File: config.mk
export PLATFORM = sky130hd
export DESIGN_NAME = alu_cmd_issuer
export DESIGN_NICKNAME = d
export VERILOG_FILES = /design/src/rtl/alu_cmd_issuer.sv
export SDC_FILE = /design/constraint.sdc
export NUM_CORES = 1
export LEC_CHECK = 0
export ABC_AREA = 1
export CELL_PAD_IN_SITES_DETAIL_PLACEMENT = 2
export CELL_PAD_IN_SITES_GLOBAL_PLACEMENT = 2
export CORE_UTILIZATION = 29
export CTS_CLUSTER_SIZE = 20
export DETAILED_ROUTE_END_ITERATION = 10
export GPL_ROUTABILITY_DRIVEN = 0
export PLACE_DENSITY = 0.87
export SYNTH_ARGS = -nofsm -noshare
export SYNTH_HDL_FRONTEND = slang
export SYNTH_SLANG_ARGS = --single-unit
File: constraint.sdc
create_clock -name clk -period 3.93 [get_ports clk]
set_clock_uncertainty 0.15 [all_clocks]
set_input_delay 0.393 -clock clk [delete_from_list [all_inputs] [get_ports clk]]
set_output_delay 0.393 -clock clk [all_outputs]
set_load 0.005 [all_outputs]
File: src/rtl/alu_cmd_issuer.sv
// Issues one ALU command at a time, holds the operand buses for a settle window and
// queues {result, zero, error} in a small response FIFO. Optional ALU_STATS_EN adds stat_cnt.
module alu_cmd_issuer #(
  parameter int DATA_W     = 32,
  parameter int SETTLE_CYC = 1,
  parameter int RSP_DEPTH  = 2
) (
  input  logic              clk,
  input  logic              rst_n,
  input  logic              cmd_valid,
  output logic              cmd_ready,
  input  logic [2:0]        cmd_op,
  input  logic [DATA_W-1:0] cmd_a,
  input  logic [DATA_W-1:0] cmd_b,
  output logic [DATA_W-1:0] A_bus,
  output logic [DATA_W-1:0] B_bus,
  output logic [2:0]        op,
  input  logic [DATA_W-1:0] C_bus,
  input  logic              Z,
  output logic              rsp_valid,
  input  logic              rsp_ready,
  output logic [DATA_W-1:0] rsp_data,
  output logic              rsp_z,
  output logic              rsp_err
`ifdef ALU_STATS_EN
  ,
  output logic [15:0]       stat_cnt
`endif
);

  localparam int PTR_W = $clog2(RSP_DEPTH);
  localparam int CNT_W = PTR_W + 1;
  localparam int SET_W = (SETTLE_CYC > 1) ? $clog2(SETTLE_CYC) : 1;

  typedef enum logic [1:0] {ST_IDLE, ST_DRIVE, ST_ERR} state_t;

  state_t            state_q, state_d;
  logic [SET_W-1:0]  settle_q, settle_d;
  logic [DATA_W-1:0] a_q, a_d, b_q, b_d;
  logic [2:0]        op_q, op_d;
  logic              ready_q, ready_d;

  logic [PTR_W-1:0]  wr_q, wr_d, rd_q, rd_d;
  logic [CNT_W-1:0]  count_q, count_d;
  logic [DATA_W-1:0] mem_data [RSP_DEPTH];
  logic              mem_z    [RSP_DEPTH];
  logic              mem_err  [RSP_DEPTH];
  logic [DATA_W-1:0] head_data_q, head_data_d;
  logic              head_z_q, head_z_d, head_err_q, head_err_d;

  logic              accept, illegal, push, pop;
  logic [DATA_W-1:0] push_data;
  logic              push_z, push_err;

  assign cmd_ready = ready_q;
  assign accept    = cmd_valid && ready_q;
  assign A_bus     = a_q;
  assign B_bus     = b_q;
  assign op        = op_q;
  assign rsp_valid = (count_q != '0);
  assign rsp_data  = head_data_q;
  assign rsp_z     = head_z_q;
  assign rsp_err   = head_err_q;
  assign pop       = rsp_valid && rsp_ready;

  always_comb begin
    illegal = 1'b1;
    case (cmd_op)
      3'b001, 3'b010, 3'b011: illegal = 1'b0;
      3'b100, 3'b101:         illegal = (cmd_b == '0);
      default:                illegal = 1'b1;
    endcase
  end

  assign push      = ((state_q == ST_DRIVE) && (settle_q == '0)) || (state_q == ST_ERR);
  assign push_err  = (state_q == ST_ERR);
  assign push_data = push_err ? '0 : C_bus;
  assign push_z    = push_err ? 1'b0 : Z;

  always_comb begin
    state_d  = state_q;
    settle_d = settle_q;
    a_d      = a_q;
    b_d      = b_q;
    op_d     = op_q;
    case (state_q)
      ST_IDLE: begin
        if (accept) begin
          if (illegal) begin
            state_d = ST_ERR;
          end else begin
            state_d  = ST_DRIVE;
            settle_d = SET_W'(SETTLE_CYC - 1);
            a_d      = cmd_a;
            b_d      = cmd_b;
            op_d     = cmd_op;
          end
        end
      end
      ST_DRIVE: begin
        if (settle_q == '0) begin
          state_d = ST_IDLE;
          a_d     = '0;
          b_d     = '0;
          op_d    = 3'b000;
        end else begin
          settle_d = settle_q - 1'b1;
        end
      end
      ST_ERR:  state_d = ST_IDLE;
      default: state_d = ST_IDLE;
    endcase
  end

  always_comb begin
    wr_d    = push ? wr_q + 1'b1 : wr_q;
    rd_d    = pop ? rd_q + 1'b1 : rd_q;
    count_d = count_q;
    case ({push, pop})
      2'b10:   count_d = count_q + CNT_W'(1);
      2'b01:   count_d = count_q - CNT_W'(1);
      default: count_d = count_q;
    endcase
    ready_d = (state_d == ST_IDLE) && (count_d < CNT_W'(RSP_DEPTH));
  end

  // Head register: holds the last popped entry once the FIFO drains.
  always_comb begin
    head_data_d = head_data_q;
    head_z_d    = head_z_q;
    head_err_d  = head_err_q;
    if (count_d != '0) begin
      if (push && (rd_d == wr_q)) begin
        head_data_d = push_data;
        head_z_d    = push_z;
        head_err_d  = push_err;
      end else begin
        head_data_d = mem_data[rd_d];
        head_z_d    = mem_z[rd_d];
        head_err_d  = mem_err[rd_d];
      end
    end
  end

  always_ff @(posedge clk) begin
    if (push) begin
      mem_data[wr_q] <= push_data;
      mem_z[wr_q]    <= push_z;
      mem_err[wr_q]  <= push_err;
    end
  end

  always_ff @(posedge clk or negedge rst_n) begin
    if (!rst_n) begin
      state_q     <= ST_IDLE;
      settle_q    <= '0;
      a_q         <= '0;
      b_q         <= '0;
      op_q        <= 3'b000;
      ready_q     <= 1'b0;
      wr_q        <= '0;
      rd_q        <= '0;
      count_q     <= '0;
      head_data_q <= '0;
      head_z_q    <= 1'b0;
      head_err_q  <= 1'b0;
    end else begin
      state_q     <= state_d;
      settle_q    <= settle_d;
      a_q         <= a_d;
      b_q         <= b_d;
      op_q        <= op_d;
      ready_q     <= ready_d;
      wr_q        <= wr_d;
      rd_q        <= rd_d;
      count_q     <= count_d;
      head_data_q <= head_data_d;
      head_z_q    <= head_z_d;
      head_err_q  <= head_err_d;
    end
  end

`ifdef ALU_STATS_EN
  logic [15:0] stat_q;

  always_ff @(posedge clk or negedge rst_n) begin
    if (!rst_n) begin
      stat_q <= '0;
    end else if (push && (stat_q != 16'hFFFF)) begin
      stat_q <= stat_q + 16'd1;
    end
  end

  assign stat_cnt = stat_q;
`endif

endmodule

Word-level counts from Yosys, hierarchy flattened
Memories as Yosys holds them, arrays and structs flattened. A register that Yosys moved wholly into a read port is not among the register bits.
Index checks and enable logic that the tools add are counted.
{"block": "classes", "add_sub_neg": 5, "magnitude_cmp": 1, "n_eq_ne": 12, "muxes": 26, "bitwise": 1, "reduce_logical": 18}
{"operator": "$mux 32", "n": 6}
{"operator": "$pmux 32 s2", "n": 2}
{"operator": "$logic_not 32->1", "n": 1}
{"operator": "$mux 3", "n": 3}
{"operator": "$pmux 2 s2", "n": 2}
{"operator": "$mux 1", "n": 7}
{"operator": "$eq 3x2->1 const B", "n": 2}
{"operator": "$eq 3x3->1 const B", "n": 2}
{"operator": "$mux 2", "n": 3}
{"operator": "$ne 2x2->1 const B", "n": 3}
{"operator": "$pmux 3 s2", "n": 1}
{"operator": "$reduce_bool 2->1", "n": 3}
{"operator": "$eq 2x1->1 const B", "n": 2}
{"operator": "$eq 2x2->1 const B", "n": 2}
{"operator": "$logic_and 1x1->1", "n": 4}
{"operator": "$logic_not 2->1", "n": 2}
{"operator": "$pmux 1 s2", "n": 2}
{"operator": "$reduce_and 4->1", "n": 1}
{"operator": "$eq 3x1->1 const B", "n": 1}
{"operator": "$logic_not 1->1", "n": 3}
{"operator": "$reduce_and 3->1", "n": 1}
{"operator": "$reduce_or 3->1", "n": 1}
{"operator": "$add 1x1->1 const B", "n": 2}
{"operator": "$add 2x1->2 const B", "n": 1}
{"operator": "6 further kinds", "n": 6}
{"block": "word_totals", "register_bits": 75, "mem_bits_rw": 68, "output_inout_bits": 103, "elab_cells": 75, "mem_count": 3}
{"memory": "mem_data", "words": 2, "width": 32, "rd": 1, "rd_ports_with_merged_regs": 1, "write_ports": 1, "line": "45", "source": "logic [DATA_W-1:0] mem_data [RSP_DEPTH];"}
{"memory": "mem_err", "words": 2, "width": 1, "rd": 1, "rd_ports_with_merged_regs": 1, "write_ports": 1, "line": "47", "source": "logic mem_err [RSP_DEPTH];"}
{"memory": "mem_z", "words": 2, "width": 1, "rd": 1, "rd_ports_with_merged_regs": 1, "write_ports": 1, "line": "46", "source": "logic mem_z [RSP_DEPTH];"}

Longest topological paths before layout
Gate-level depths: netlist (run 1).
{"block": "depth", "depth_word": 8, "depth_mapped": 15, "depth_no_buf": 12}

Least setup slack after synthesis (run 1)
Ideal clock, no wire load.
{"block": "synth_path", "kind": "register to register", "from": "register state_q[0]", "to": "memory mem_data[0][0], enable pin", "setup_ps": 425, "arrival_time_ps": 2874, "required_time_ps": 3355, "slack_ps": 481, "path_stages_with_launch": 7, "path_buffers": 2, "path_cell_list": "dfrtp_1 inv_1 ha_1 clkbuf_1 buf_1 inv_1 nor2_1"}
{"block": "synth_between", "elab_chain_len": 5}
{"element": "start, declared", "line": "37", "source": "state_t state_q, state_d;"}
{"element": "start signal, assigned", "line": "168", "source": "state_q <= state_d;"}
{"element": "$eq 2x1->1", "line": "75", "source": "assign push = ((state_q == ST_DRIVE) && (settle_q == '0)) || (state_q == ST_ERR);"}
{"element": "$logic_and 1x1->1", "line": "75"}
{"element": "$logic_or 1x1->1 *", "line": "75"}
{"element": "via push", "line": "51", "source": "logic accept, illegal, push, pop;"}
{"element": "$mux 1 *", "line": "146", "source": "if (push) begin"}
{"element": "$mux 1 (not written as such) *", "line": "147", "source": "mem_data[wr_q] <= push_data;"}
{"element": "end, declared", "line": "45"}
Mark *: on every way through the listed nets, which the timed path passes. The rest lies on a longest branch.

Worst setup path after layout (run 1)
{"block": "layout_path", "from": "register state_q[1]", "to": "register head_data_q[20] (netlist: rsp_data[20]) (read register of mem_data)"}
{"block": "layout_between", "elab_chain_len": 6}
{"element": "$eq 2x1->1", "line": "75"}
{"element": "$logic_and 1x1->1", "line": "75"}
{"element": "$logic_or 1x1->1 *", "line": "75"}
{"element": "via push", "line": "51"}
{"element": "$eq 2x1->1 / $eq 2x2->1 (equally long branches)", "line": "119", "source": "case ({push, pop})"}
{"element": "$pmux 2 s2 *", "line": "119"}
{"element": "via count_d[1]", "line": "44", "source": "logic [CNT_W-1:0] count_q, count_d;"}
{"element": "$reduce_bool 2->1 *", "line": "132", "source": "if (count_d != '0) begin"}
{"element": "end, declared", "line": "48", "source": "logic [DATA_W-1:0] head_data_q, head_data_d;"}
Marked as above.
A chain may end at the register's enable or synchronous reset.

==> results of run 1 <==
[through the flow]
step                      hold WS (ns)  cells  power [mW]  setup slack (ns)  area [µm²]
final                            0.326   1522        10.8             0.313       11200
after global routing             0.351   1521        11.7            0.0191       11200
after CTS                        0.333   1521        11.1             0.264       11200
after detailed placement         0.314   1488        9.12             0.195       10500
after global placement           0.302   1488        8.74             0.405       10500
after floorplan                -0.0526    950        6.62             0.481        8150
[layer usage]
layer / vias up / routed length [µm] / global-route usage
met1: 3528 / 10800 / 0.219
met4: 2 / 269 / 0.0443
met2: 188 / 13900 / 0.345
met3: 22 / 2060 / 0.0641
met5: - / 13 / 0
li1: 3323 / - / -
[final timing paths]
kind	from	to	depth (start not counted)
worst min register to register	B_bus[7]	B_bus[7]	2
worst max register to register	state_q[1]	rsp_data[20]	12
worst min-delay path	B_bus[7]	B_bus[7]	2
min in group asynchronous	rst_n	rsp_data[13]	2
max in group asynchronous	rst_n	A_bus[21]	3
worst max-delay path	state_q[1]	rsp_data[20]	12
[area by class of cell]
class / instances / area (µm²)
sequential: 176 / 4740
multi-input combinational: 608 / 2740
fill: 3093 / 16500
inverter: 112 / 420
clock inverter: 15 / 206
tap: 378 / 473
timing repair buffer: 215 / 2150
antenna: 1 / 2.50
clock buffer: 17 / 425
[worst reg2reg max path: cells and delay by family (launching register included)]
family,cells,cell delay [ns]
and+or+nand+nor,5,1.25
buffers and inverters,4,0.97
xor gates and xnor gates,1,0.15
adders and majority gates,2,0.60
DFF,1,0.39
[registers in the layout, indices dropped and copies added (netlist names), 2 cells and up]
signal    flops
mem_z         2
count_q       2
A_bus        32
B_bus        32
op            3
rsp_data     32
mem_err       2
mem_data     64
state_q       2
[kinds of logic after synthesis]
group,count (synthesis),synth area share
fa+ha+maj,4,0.00614
xor+xnor,4,0.00660
flops,176,0.582
buf+inv,166,0.0846
compound gates,41,0.0256
simple gates,559,0.295
[power by group through the flow]
stage	clock network, mW	registers [mW]	logic [mW]
6_report	1.83	3.36	5.64
4_1_cts	1.88	3.38	5.80
2_1_floorplan	0	3.35	3.28
3_3_place_gp	0	3.34	5.40
5_1_grt	1.95	3.45	6.32
3_5_place_dp	0	3.39	5.73
[cells in the mapped netlist, types with 2 or more instances]
cell type	n	area (µm²)
a21oi_1	3	15.0
buf_1	7	26.3
buf_2	9	45.0
buf_4	6	45.0
buf_6	4	45.0
clkbuf_1	26	97.6
clkbuf_2	2	10.0
dfrtp_1	108	2700
edfxtp_1	68	2040
ha_1	4	50.1
inv_1	109	409
inv_2	2	7.51
nand2_1	286	1070
nand2_2	2	12.5
nand2_4	2	22.5
nand3_1	139	696
nor2_1	92	345
o21ai_0	30	150
o21ai_1	6	30.0
or2_1	12	75.1
or2_2	23	144
xor2_1	2	17.5
==> summary.md, run 1 <==
| Metric | Value |
|---|---|
| Status | `finished, final reports clean` |
| Starting density of the core | `0.294` |
| Clock Tree Root | `clkbuf_16` |
| Number of gates resized after cts | `0` |
| Hold Path Class | `reg2reg` |
| Vias per cell | `4.64` |
| Detailed-route DRC error count | `0` |
| Worst-Skew Late Latency | `0.43 ns` |
| Initial antenna violation count | `2` |
| Critical Path AT | `3.79 ns` |
| CP endpoint kind | `flip-flop` |
| Unique masters post-synth | `30` |
| Vias in the first global route | `7772` |
| PD cells | `970 nW/µm²` |
| Comb pwr share | `0.521` |
| Max-slew violations | `0` |
| Largest net degree at the start of global routing | `68` |
| Synth warn | `0` |
| Syn Std Cell Area | `8150 µm²` |
| Syn Inst Count | `950` |
| Nets | `1238` |
| Ports | `207` |
| Clock power share | `0.169` |
| Final wirelength | `27000 µm` |
| Critical path buffer and inverter count | `4` |
| Setup TNS Final | `0 ns` |
| Setup slack, reg-to-reg | `0.31 ns` |
| Worst slew margin | `0.184` |
| Sw frac | `0.443` |
| Slew @ Worst Pin | `1.22 ns` |
| Chip width | `170 µm` |
| Async S/R FF share, synth | `0.614` |
| CP startpoint kind | `flip-flop` |
| Postcts setup bufs | `0` |
| Int Pwr | `6.03 mW` |
| Syn Nets | `1058` |
| Largest stage delay, worst path | `0.74 ns` |
| CP max-delay cell | `nor2_4` |
| Drt initial violations | `314` |
| Die area | `28800 µm²` |
| Sw Pwr | `4.80 mW` |
| Via Count | `7063` |
| Most used cell, CP | `inv_1` |
| Top_reg_cell synth | `dfrtp_1` |
| Die height | `170 µm` |
| Worst-path cell chain | `inv_1 > ha_2 > inv_1 > ha_1 > inv_1 > nand2_1 > nor2_1 > xor2_1 > nor2_4 > inv_2 > nand3_1 > nand2_1` |
| TritonCTS clock tree | `built` |
| H-tree depth | `4` |
| CP Class | `reg2reg` |
| Placeable Area | `27700 µm²` |
| Layout cells sized above 1 | `0.0691` |
| Most frequent cells in the layout | `285 x nand2_1, 205 x clkdlybuf4s50_1, 138 x nand3_1, 108 x dfrtp_1, 108 x inv_1` |
| First-pass GRT wire length | `42800 µm` |
| Max Fanout on Critical Path | `35` |
| Utilization after layout | `0.403` |
| Max VDD drop | `455 µV` |
| Total of max-cap violations | `0` |
| Clk sinks | `176` |
| Clock transition at path regs | `0.08 ns` |
| CTS Buffer Depth | `2` |
| Fin crit share | `0.920` |
| Total GRT Usage | `0.192` |
| Critical Path RT | `4.11 ns` |
| Final setup vio count | `0` |
| Fmax | `0.276 GHz` |
| Mean post-synth cell area | `8.58 µm²` |
| Sequential fraction of the synthesis area | `0.582` |
| 1st-pass router iterations | `4` |
| Routed length per placed instance | `17.7 µm` |
| Routed Antenna Nets | `0` |
| Hpwl dp | `17500 µm` |
| Unrepaired setup endpoints after global routing | `no` |
| Number of synthesized flops with an enable pin | `68` |
| Site Rows | `61` |
| Flops & latches, synth | `176` |
| Leak | `5.26 nW` |
| Fin crit period | `3.62 ns` |
| Grt total ovfl | `0` |
| Area Overhead vs Synth | `37.0%` |
| Commonest non-fill, non-tap cell in the layout | `nand2_1` |
| Cts hold-fix bufs | `1` |
| CTS Buf Count | `17` |
| IO buf count | `206` |
| Top delay family on crit path | `simple AND/OR/NAND/NOR gates` |
| Flop pwr share | `0.310` |
| Fin. Hold Viols | `0` |
(Power assumes the default switching activity.)
==> inputs of run 2 (changes only) <==
- SETUP_SLACK_MARGIN: not set -> 0.4
==> summary.md, run 2 (synthesis results as in run 1) <==
| Metric | Value |
|---|---|
| Largest net degree at the start of global routing | `68 (unchanged)` |
| Unrepaired setup endpoints after global routing | `no` |
| Clk sinks | `176 (unchanged)` |
| Max VDD drop | `469 µV (+3.1%)` |
| Most frequent cells in the layout | `285 x nand2_1, 205 x clkdlybuf4s50_1, 138 x nand3_1, 108 x dfrtp_1, 108 x inv_1` |
| Total GRT Usage | `0.194 (+0.00192)` |
| Placeable Area | `27700 µm² (unchanged)` |
| Max-slew violations | `0 (unchanged)` |
| CP endpoint kind | `flip-flop` |
| Placed cells | `1488 (unchanged)` |
| Die height | `170 µm (unchanged)` |
| Max Fanout on Critical Path | `34 (-2.9%)` |
| CTS Buf Count | `17 (unchanged)` |
| Area Overhead vs Synth | `37.1% (about the same)` |
| Reg with most FFs | `mem_data` |
| Ports | `207 (unchanged)` |
| Hold Path Class | `reg2reg` |
| IO buf count | `206 (unchanged)` |
| Detailed-route DRC error count | `0 (unchanged)` |
| 1st-pass router iterations | `4 (unchanged)` |
| Final wirelength | `27400 µm (+1.4%)` |
| Site Rows | `61 (unchanged)` |
| Nets | `1239 (+0.081%)` |
| Max reg flops | `64 (unchanged)` |
| CP Class | `reg2reg` |
| Fmax | `0.307 GHz (+11%)` |
| Die area | `28800 µm² (unchanged)` |
| Initial antenna violation count | `2 (unchanged)` |
| Critical Path RT | `4.11 ns (about the same)` |
| Final setup vio count | `0 (unchanged)` |
| Layout cells sized above 1 | `0.0699 (+0.000814)` |
| Multi-input logic area | `2750 µm² (+0.23%)` |
| First-pass GRT wire length | `43100 µm (+0.73%)` |
| Post-DP Area | `10500 µm² (unchanged)` |
| Vias in the first global route | `7819 (+0.60%)` |
| CP startpoint kind | `flip-flop` |
| Vias per cell | `4.66 (+0.33%)` |
| Total of max-cap violations | `0 (unchanged)` |
| Slew @ Worst Pin | `1.22 ns (-0.000153 ns)` |
| Grt total ovfl | `0 (unchanged)` |
| Post-route design area | `11200 µm² (about the same)` |
| Clock transition at path regs | `0.08 ns (about the same)` |
| Via Count | `7091 (+0.40%)` |
| Hold WS | `0.326 ns (+0.0000540 ns)` |
| CTS Buffer Depth | `2 (unchanged)` |
| PD cells | `978 nW/µm² (+0.84%)` |
| TritonCTS clock tree | `built` |
| Critical Path AT | `3.43 ns (-0.36 ns)` |
| Chip width | `170 µm (unchanged)` |
| Routed Antenna Nets | `0 (unchanged)` |
| Drt initial violations | `287 (-8.6%)` |
| Postcts setup bufs | `0 (unchanged)` |
| Routed length per placed instance | `18.0 µm (+1.3%)` |
| Setup TNS Final | `0 ns (unchanged)` |
| Commonest non-fill, non-tap cell in the layout | `nand2_1` |
| Hpwl dp | `17500 µm (unchanged)` |
| Worst slew margin | `0.184 (about the same)` |
| Register area | `4740 µm² (unchanged)` |
| Starting density of the core | `0.294 (unchanged)` |
| H-tree depth | `4 (unchanged)` |
| Leak | `5.26 nW (about the same)` |
| Clock Tree Root | `clkbuf_16` |
| Fin cells | `1523 (+0.066%)` |
| Fillcell total | `3091 (-0.065%)` |
| Worst-Skew Late Latency | `0.43 ns (about the same)` |
| Fin. Hold Viols | `0 (unchanged)` |
| Fin crit period | `3.26 ns (-0.361 ns)` |
| Fin crit share | `0.829 (-0.0918)` |
| Status | `finished, final reports clean` |
## run 2: metrics by stage
| step | util | setup slack [ns] | power, mW |
|---|---|---|---|
| 3_5_place_dp | 0.380 | 0.195 | 9.12 |
| 5_1_grt | 0.403 | 0.508 | 11.8 |
| 6_report | 0.403 | 0.673 | 10.9 |
| 4_1_cts | 0.403 | 0.496 | 11.1 |
| 2_1_floorplan | - | 0.481 | 6.62 |
| 3_3_place_gp | 0.380 | 0.405 | 8.74 |
## run 2: power breakdown
part | leakage [nW] | total (mW) | internal (mW) | switching (mW)
clock | 0.303 | 1.84 | 0.935 | 0.901
sequential | 1.94 | 3.36 | 2.93 | 0.427
combinational | 3.02 | 5.73 | 2.17 | 3.57
## run 2: final timing paths
path	to	from	depth (start not counted)	slack, ns
min in group asynchronous	rsp_data[13]	rst_n	2	0.41
setup reg to reg	rsp_data[20]	state_q[1]	12	0.67
max in group asynchronous	B_bus[0]	rst_n	3	2.40
hold reg to reg	B_bus[7]	B_bus[7]	2	0.33
setup / recovery	rsp_data[20]	state_q[1]	12	0.67
hold / removal	B_bus[7]	B_bus[7]	2	0.33
## run 2: worst max-delay path: stages (launching register included)
cell and delay [ns]:
dfrtp_1 0.39, inv_1 0.13, ha_2 0.30, inv_1 0.18
ha_1 0.30, inv_1 0.09, nand2_1 0.06, nor2_1 0.11
xor2_1 0.18, nor2_4 0.61, inv_4 0.36, nand3_1 0.22
nand2_1 0.07
## run 2: layout make-up
type | count | share of cell area
Sequential cell | 176 | 0.424
Multi-Input combinational cell | 609 | 0.246
Clock buffer | 17 | 0.0381
Antenna cell | 1 | 0.000224
Tap cell | 378 | 0.0423
Inverter | 112 | 0.0378
Timing Repair Buffer | 215 | 0.193
Clock inverter | 15 | 0.0185
## run 2: repair_timing
action / in CTS / in global routing
hold endpoints to repair: 52 / 0
hold buffers: 1 / 0
setup endpoints to repair: 34 / 28
pin swaps: 1 / 0
gates resized for setup: 0 / 2
gates cloned: 1 / 0
## run 2: routing by layer
| metal | wire, µm | track usage | share of wire |
|---|---|---|---|
| met3 | 2020 | 0.0637 | 0.074 |
| met1 | 10900 | 0.219 | 0.40 |
| met5 | 13 | 0 | 0.00047 |
| met4 | 265 | 0.0458 | 0.0097 |
| met2 | 14200 | 0.352 | 0.52 |
==> inputs of run 3 (changes only) <==
- CORE_UTILIZATION: 29 -> 26
- PLACE_DENSITY: 0.87 -> 0.82
- clock period: 3.93 -> 2.83 ns (I/O delays scaled with it)
==> summary.md, run 3 (synthesis results as in run 1) <==
| Metric | Value |
|---|---|
| Total of max-cap violations | `0 (unchanged)` |
| Clock transition at path regs | `0.09 ns (about the same)` |
| Starting density of the core | `0.265 (-0.0291)` |
| Hold Path Class | `in2async` |
| CTS Buffer Depth | `2 (unchanged)` |
| Worst slew margin | `0.480 (+0.296)` |
| Ports | `207 (unchanged)` |
| Setup TNS Final | `0 ns (unchanged)` |
| Commonest non-fill, non-tap cell in the layout | `nand2_1` |
| Hold WS | `0.294 ns (-0.0329 ns)` |
| Cells on worst reg2reg path | `13 (+1)` |
| Max VDD drop | `833 µV (+78%)` |
| Placeable Area | `30700 µm² (+11%)` |
| PD cells | `1400 nW/µm² (+43%)` |
| Initial antenna violation count | `1 (-1)` |
| CP endpoint kind | `flip-flop` |
| Die height | `179 µm (+5.5%)` |
| Most frequent cells in the layout | `285 x nand2_1, 205 x clkdlybuf4s50_1, 126 x nand3_1, 108 x dfrtp_1, 106 x inv_1` |
| Leak | `5.40 nW (+2.8%)` |
| Placed cells | `1514 (+1.7%)` |
| CTS Buf Count | `17 (unchanged)` |
| Site Rows | `64 (+4.9%)` |
| FF-to-FF Start | `state_q[1]` |
| Worst-Skew Late Latency | `0.43 ns (about the same)` |
| Layout cells sized above 1 | `0.0959 (+0.0259)` |
| Reg with most FFs | `mem_data` |
| Fin cells | `1554 (+2.0%)` |
| Post-Place Worst Slack | `0.0412 ns (-0.154 ns)` |
| Grt total ovfl | `0 (unchanged)` |
| Drt initial violations | `264 (-8.0%)` |
| First-pass GRT wire length | `43500 µm (+0.93%)` |
| H-tree depth | `4 (unchanged)` |
| Max-slew violations | `0 (unchanged)` |
| Setup slack, reg-to-reg | `0.42 ns (-0.25 ns)` |
| Fin. Hold Viols | `0 (unchanged)` |
| Fin crit period | `2.41 ns (-0.848 ns)` |
| Fillcell total | `3406 (+10%)` |
| Reg2reg end | `rsp_data[19]` |
| CP Class | `reg2reg` |
| Unrepaired setup endpoints after global routing | `no` |
| Final wirelength | `28000 µm (+2.4%)` |
| Critical Path AT | `2.62 ns (-0.81 ns)` |
| Die area | `32100 µm² (+11%)` |
| Routed length per placed instance | `18.0 µm (+0.32%)` |
| CP startpoint kind | `flip-flop` |
| Status | `finished with violations` |
| Hpwl dp | `18200 µm (+3.8%)` |
| TritonCTS clock tree | `built` |
| Largest net degree at the start of global routing | `69 (+1.5%)` |
| Via Count | `7190 (+1.4%)` |
| Critical Path RT | `3.04 ns (-1.07 ns)` |
| Vias per cell | `4.63 (-0.63%)` |
| Failing checks | `DRC` |
| Max Fanout on Critical Path | `17 (-50%)` |
| Total GRT Usage | `0.178 (-0.0168)` |
| Nets | `1253 (+1.1%)` |
| Clk sinks | `176 (unchanged)` |
| IO buf count | `206 (unchanged)` |
| Max reg flops | `64 (unchanged)` |
| Vias in the first global route | `8024 (+2.6%)` |
| Diode count | `0 (-1)` |
| Slew @ Worst Pin | `0.780 ns (-0.443 ns)` |
| Clock Tree Root | `clkbuf_16` |
| Routed Antenna Nets | `0 (unchanged)` |
| Fin crit share | `0.851 (+0.0223)` |
| 1st-pass router iterations | `7 (+3)` |
| Area Overhead vs Synth | `40.6%` |
| Fmax | `0.415 GHz (+35%)` |
| Final setup vio count | `0 (unchanged)` |
| Chip width | `179 µm (+5.5%)` |
| Detailed-route DRC error count | `24 (+24)` |
| Fin worst setup slack | `0.422 ns (-0.252 ns)` |
==> run 3: power breakdown <==
part / total, mW / leakage [nW] / internal, mW / switching, mW
Combinational: 8.79 / 3.17 / 3.58 / 5.21
Sequential: 4.69 / 1.94 / 4.07 / 0.621
Clock: 2.51 / 0.302 / 1.23 / 1.28
Total: 16.0 / 5.40 / 8.88 / 7.11
==> run 3: critical path, cell delays in order (launching register included) <==
cell	delay, ns
dfrtp_1	0.39
inv_2	0.10
ha_4	0.22
inv_4	0.09
ha_4	0.20
inv_1	0.05
nand2_1	0.05
nor2_1	0.15
xor2_1	0.31
nor2_4	0.09
inv_4	0.11
clkbuf_16	0.20
nand3_1	0.10
nand2_1	0.13
==> run 3: how the worst max path moves through the flow <==
stage                from              to  slack [ns]
2_1_floorplan  state_q[0]  mem_data[0][0]        0.38
3_3_place_gp    rsp_ready    rsp_data[25]        0.20
3_5_place_dp    rsp_ready     rsp_data[0]        0.04
4_1_cts        state_q[0]    rsp_data[30]        0.40
5_1_grt        state_q[1]    rsp_data[19]        0.30
6_report       state_q[1]    rsp_data[19]        0.42
==> run 3: area by class of cell <==
cell class | instances | area, µm² | area share
clock buffers | 17 | 425 | 0.0371
clock inverters | 15 | 199 | 0.0174
inverters | 112 | 429 | 0.0374
multi-input cells | 608 | 2820 | 0.246
flip-flops and latches | 176 | 4740 | 0.414
well taps | 396 | 495 | 0.0432
repair buffers | 230 | 2340 | 0.204
==> run 3: timing repair <==
item,4_1_cts,5_1_grt
pin swaps,1,0
hold buffers,1,0
resized for setup,1,2
buffers inserted,2,4
endpoints found under the hold margin,66,0
setup endpoints to repair,34,77
gates cloned,0,1
==> run 3: metrics by stage <==
step / area (µm²) / power, mW / util
final: 11500 / 16.0 / 0.373
after global routing: 11500 / 17.3 / 0.373
after CTS: 11400 / 16.0 / 0.371
after detailed placement: 10700 / 13.3 / 0.349
after global placement: 10700 / 12.8 / 0.349
after floorplan: 8280 / 9.56 / -
==> run 3: per-layer routing <==
| layer | vias up | global-route usage | part of all wire |
|---|---|---|---|
| met1 | 3629 | 0.203 | 0.41 |
| met4 | 2 | 0.0403 | 0.014 |
| met3 | 29 | 0.0604 | 0.068 |
| met5 | - | 0 | 0.00046 |
| met2 | 179 | 0.316 | 0.51 |
| li1 | 3351 | - | - |
